`src/rtl/mem_port_arbiter.sv`:
```
// Shares one single-port memory between instruction fetch and load/store.
// Each access runs issue -> fixed-latency wait -> completion, round-robin on conflict.
module mem_port_arbiter #(
  parameter int ADDR_W  = 32,
  parameter int DATA_W  = 32,
  parameter int MEM_LAT = 1
) (
  input  logic              clk,
  input  logic              reset,
  input  logic              if_req,
  input  logic [ADDR_W-1:0] if_addr,
  output logic              if_gnt,
  output logic              if_done,
  output logic [DATA_W-1:0] if_rdata,
  input  logic              ls_req,
  input  logic              ls_we,
  input  logic [ADDR_W-1:0] ls_addr,
  input  logic [DATA_W-1:0] ls_wdata,
  output logic              ls_gnt,
  output logic              ls_done,
  output logic [DATA_W-1:0] ls_rdata,
  output logic              mem_en,
  output logic              mem_we,
  output logic [ADDR_W-1:0] mem_addr,
  output logic [DATA_W-1:0] mem_wdata,
  input  logic [DATA_W-1:0] mem_rdata
);

  localparam logic [1:0] IDLE  = 2'd0;
  localparam logic [1:0] ISSUE = 2'd1;
  localparam logic [1:0] WAIT  = 2'd2;
  localparam logic [1:0] DONE  = 2'd3;

  localparam logic [3:0] LAT_M1 = 4'(MEM_LAT - 1);

  logic [1:0]        state;
  logic              owner;
  logic              last_ls;
  logic              lat_we;
  logic [ADDR_W-1:0] lat_addr;
  logic [DATA_W-1:0] lat_wdata;
  logic [3:0]        cnt;
  logic              pick_ls;
  logic              issue;
  logic              fin;

  // LS wins alone, or on a conflict when IF had the previous grant
  assign pick_ls = ls_req & (~if_req | ~last_ls);

  always_ff @(posedge clk) begin
    if (reset) begin
      state     <= IDLE;
      owner     <= 1'b0;
      last_ls   <= 1'b0;
      lat_we    <= 1'b0;
      lat_addr  <= '0;
      lat_wdata <= '0;
      cnt       <= '0;
      if_rdata  <= '0;
      ls_rdata  <= '0;
    end else begin
      unique case (state)
        IDLE: begin
          if (if_req | ls_req) begin
            owner     <= pick_ls;
            last_ls   <= pick_ls;
            lat_we    <= pick_ls & ls_we;
            lat_addr  <= pick_ls ? ls_addr : if_addr;
            lat_wdata <= pick_ls ? ls_wdata : '0;
            state     <= ISSUE;
          end
        end
        ISSUE: begin
          if (lat_we) begin
            state <= DONE;
          end else begin
            cnt   <= LAT_M1;
            state <= WAIT;
          end
        end
        WAIT: begin
          if (cnt == 4'd0) begin
            if (owner) ls_rdata <= mem_rdata;
            else       if_rdata <= mem_rdata;
            state <= DONE;
          end else begin
            cnt <= cnt - 4'd1;
          end
        end
        DONE: state <= IDLE;
        default: state <= IDLE;
      endcase
    end
  end

  assign issue     = (state == ISSUE);
  assign fin       = (state == DONE);
  assign if_gnt    = issue & ~owner;
  assign ls_gnt    = issue & owner;
  assign if_done   = fin & ~owner;
  assign ls_done   = fin & owner;
  assign mem_en    = issue;
  assign mem_we    = issue & lat_we;
  assign mem_addr  = issue ? lat_addr : '0;
  assign mem_wdata = issue ? lat_wdata : '0;

endmodule

```
`config.mk`:
```
export PLATFORM = sky130hd
export DESIGN_NAME = mem_port_arbiter
export DESIGN_NICKNAME = d
export VERILOG_FILES = /design/src/rtl/mem_port_arbiter.sv
export SDC_FILE = /design/constraint.sdc
export NUM_CORES = 1
export LEC_CHECK = 0
export CORE_MARGIN = 5
export CORE_UTILIZATION = 42
export DETAILED_ROUTE_END_ITERATION = 16
export GPL_TIMING_DRIVEN = 0
export HOLD_SLACK_MARGIN = 0.05
export PLACE_DENSITY = 0.78
export SLEW_MARGIN = 20
export SYNTH_ARGS = -nofsm -noshare
export SYNTH_HDL_FRONTEND = slang
export SYNTH_SLANG_ARGS = --single-unit
```
`constraint.sdc`:
```
create_clock -name clk -period 2.2 [get_ports clk]
set_clock_uncertainty 0.05 [all_clocks]
set_input_delay 0.33 -clock clk [delete_from_list [all_inputs] [get_ports clk]]
set_output_delay 0.33 -clock clk [all_outputs]
set_load 0.01 [all_outputs]
```
==> qor.yml <==
grt:
  grt_max_degree: 20
  antenna_found_initial: 0
  grt_pass1_vias: 6128
  gr-total-overflow: 0
  grt_first_pass_wirelength_um: 31700
  grt_usage: 0.242
run:
  maxCapViolations: 0
place:
  place_area_um2: 8740
  io_buffer_count: 266
  hpwl_um: 14900
  globalplace.congestion: 0.799
sta:
  max_slew.worst_pin.slew_ps: 616
  relSlewSlack: 0.589
  finalCritPeriodShare: 0.969
  slew_violations: 0
  setup_viol: 0
  max_freq_mhz: 469
  hold_violations: 0
  layout_min_cycle_time_ps: 2130
  rsz0062_at_grt: "false"
yosys:
  synthAdderAreaFrac: 0.0107
  synth-edff-count: 0
  synth.most_common_cell: "dfxtp_1"
  syn_nets: 815
  yosys.area_share.simple: 0.190
  ys_types: 36
  yosys-top-cells-area: "dfxtp_1 (47%), and2_1 (7.2%), a21oi_1 (5.9%)"
  async_flop_share: 0
  synth_compound_area_frac: 0.221
  ys_warn_count: 0
  syn_avg_cell_area_um2: 8.64
  synth.yosys.seq_area_share: 0.465
  synth-xor-area-share: 0
  synth_top_area_share: 0.465
  syn-cell-area_um2: 5850
  synth_top_flop_cell: "dfxtp_1"
  synth_top_area_cell: "dfxtp_1"
  synth_mux_area_frac: 0.0565
  ys_ff_latch: 136
  synth_cells: 677
  synth_common_cells: "dfxtp_1 (136), a21oi_1 (69), and2_1 (67), nor2_1 (67), o21ai_0 (67)"
  synth_top_family_by_area: "compound AO/OA/AOI/OAI gates"
power:
  finalPower_uw: 9650
  irDropWorstVdd_v: 0.000581
  power_leakage_uw: 0.00367
  power_density_nw_per_um2: 1040
worst_setup_path:
  worstPathMaxFanout: 10
  required_ps: 1820
  worst-path-buf-inv: 4
  critPathKind: "flop to output pin"
  worstPathArrival_ps: 1750
  worstPathCellList: "inv_2 > ha_4 > clkbuf_8 > buf_4 > and2_1 > dlygate4sd2_1"
  end_kind: "output pin"
  crit_family: "buffers and inverters"
  slowest_stage: "dfxtp_2"
  reg2reg_slack_ps: 220
  slowest_delay_ps: 340
  cp-start-kind: "flop"
clock_tree:
  h-tree-depth: 4
  cts_made_buffers: 17
  clockRootBuffer: "clkbuf_16"
  postCtsHoldBufs: 0
  clk_latency_ps: 410
  clk_pin_slew_ps: 60
  cts_num_sinks: 136
  cts_tree: "done"
  clk_path_buf_depth: 2
layout:
  diodes: 0
  fin_nets: 1101
  drive_gt1_frac: 0.0891
  final_core_util: 0.673
  syn2layout_area_growth_pct: 58.5
  fin_area_um2: 9270
  seqCellArea_um2: 2730
  multi_input_area_um2: 2810
  n_fill_cell: 1239
detailed_routing:
  post_drt_wl_per_cell_um: 17.2
  drc_errors: 0
  wirelength_um: 19900
  vias: 6207
  viasPerCell: 5.37
  final_antenna_net_count: 0
  drt-pass1-iter-count: 5
  dr.first_iter.drc_count: 373
floorplanning:
  core_area_um2: 13800
  rows: 43
  start_util: 0.425
  io_pins: 267
  die_area_um2: 16400
  die_y_um: 128
  die_x_um: 128
hold_path:
  hp-class: "flop to flop"
run_status:
  outcome: "finished, final reports clean"
## power by group
part | leakage (uW) | switching (uW) | internal [uW] | total [uW]
clock | 0.000295 | 1070 | 1820 | 2890
sequential | 0.00111 | 238 | 2980 | 3220
combinational | 0.00226 | 2030 | 1510 | 3540
## worst paths after layout
kind | from | end | depth (start not counted)
max | state[1] | mem_wdata[27] | 6
min | if_rdata[29] | if_rdata[29] | 2
max reg2reg | state[0] | if_rdata[1] | 8
min reg2reg | if_rdata[29] | if_rdata[29] | 2
## layer usage
metal / up-vias / GRT usage / wire, um
met2: 267 / 0.412 / 9650
met3: 19 / 0.0854 / 2040
met5: - / 0 / 0
met1: 2930 / 0.291 / 7950
met4: 0 / 0.0674 / 267
li1: 2991 / - / -
## logic make-up after synthesis
| logic type | Yosys count |
|---|---|
| simple gates | 215 |
| fa+ha+maj | 5 |
| buf+inv | 77 |
| compound gates | 211 |
| mux | 33 |
| flops | 136 |
## cell usage in the layout (no fill, tap or decap), types with 2 or more instances in the layout
cell               n
mux2i_1           33
buf_4             10
dfxtp_2            2
inv_1              3
o21ai_0           67
buf_6              2
clkbuf_4           3
clkbuf_2          19
clkbuf_8           7
nor2b_1            4
nand3_1           64
and2_1            67
nand2b_1           3
a21oi_1           69
inv_6              2
a32oi_1           33
buf_2             12
ha_1               4
clkdlybuf4s15_1    3
clkbuf_16         17
dfxtp_1          134
clkdlybuf4s50_1  197
clkbuf_1          37
clkinvlp_4         3
bufinv_16          2
nor2_1            67
buf_1              7
clkinv_2           3
dlygate4sd2_1     46
nand4_1            3
a211oi_1          33
## cell type report
type                            instances  share of cell area
Clock buffer                           22              0.0533
Clock inverter                         10              0.0124
Tap cell                              180              0.0243
Buffer                                 71              0.0386
Sequential cell                       136               0.294
Multi-Input combinational cell        464               0.303
Timing Repair Buffer                  268               0.273
Inverter                                5             0.00202
## timing repair
| action | CTS | global route |
|---|---|---|
| endpoints found under the setup margin | 69 | 41 |
| buffers inserted | 2 | 0 |
| resized for setup | 93 | 47 |
## through the flow
stage / TNS [ps] / std cells / setup slack [ps] / hold WS (ps)
3_3_place_gp: -18300 / 1123 / -468 / 406
2_1_floorplan: 0 / 677 / 504 / 396
3_5_place_dp: -15470 / 1123 / -419 / 415
5_1_grt: 0 / 1156 / 6.92 / 454
6_report: 0 / 1156 / 67.4 / 425
4_1_cts: 0 / 1156 / 2.09 / 426
## sequential cells by signal, indices dropped and copies added (netlist names)
register,count
lat_we,1
if_rdata,32
state,2
ls_rdata,32
lat_wdata,32
last_ls,1
lat_addr,32
cnt,4
## tightest hold or removal path, stage by stage (launching register included)
cell,delay (ps)
dfxtp_1,300
o21ai_0,60
a21oi_1,60
No activity file was read; power rests on OpenSTA's default activity.
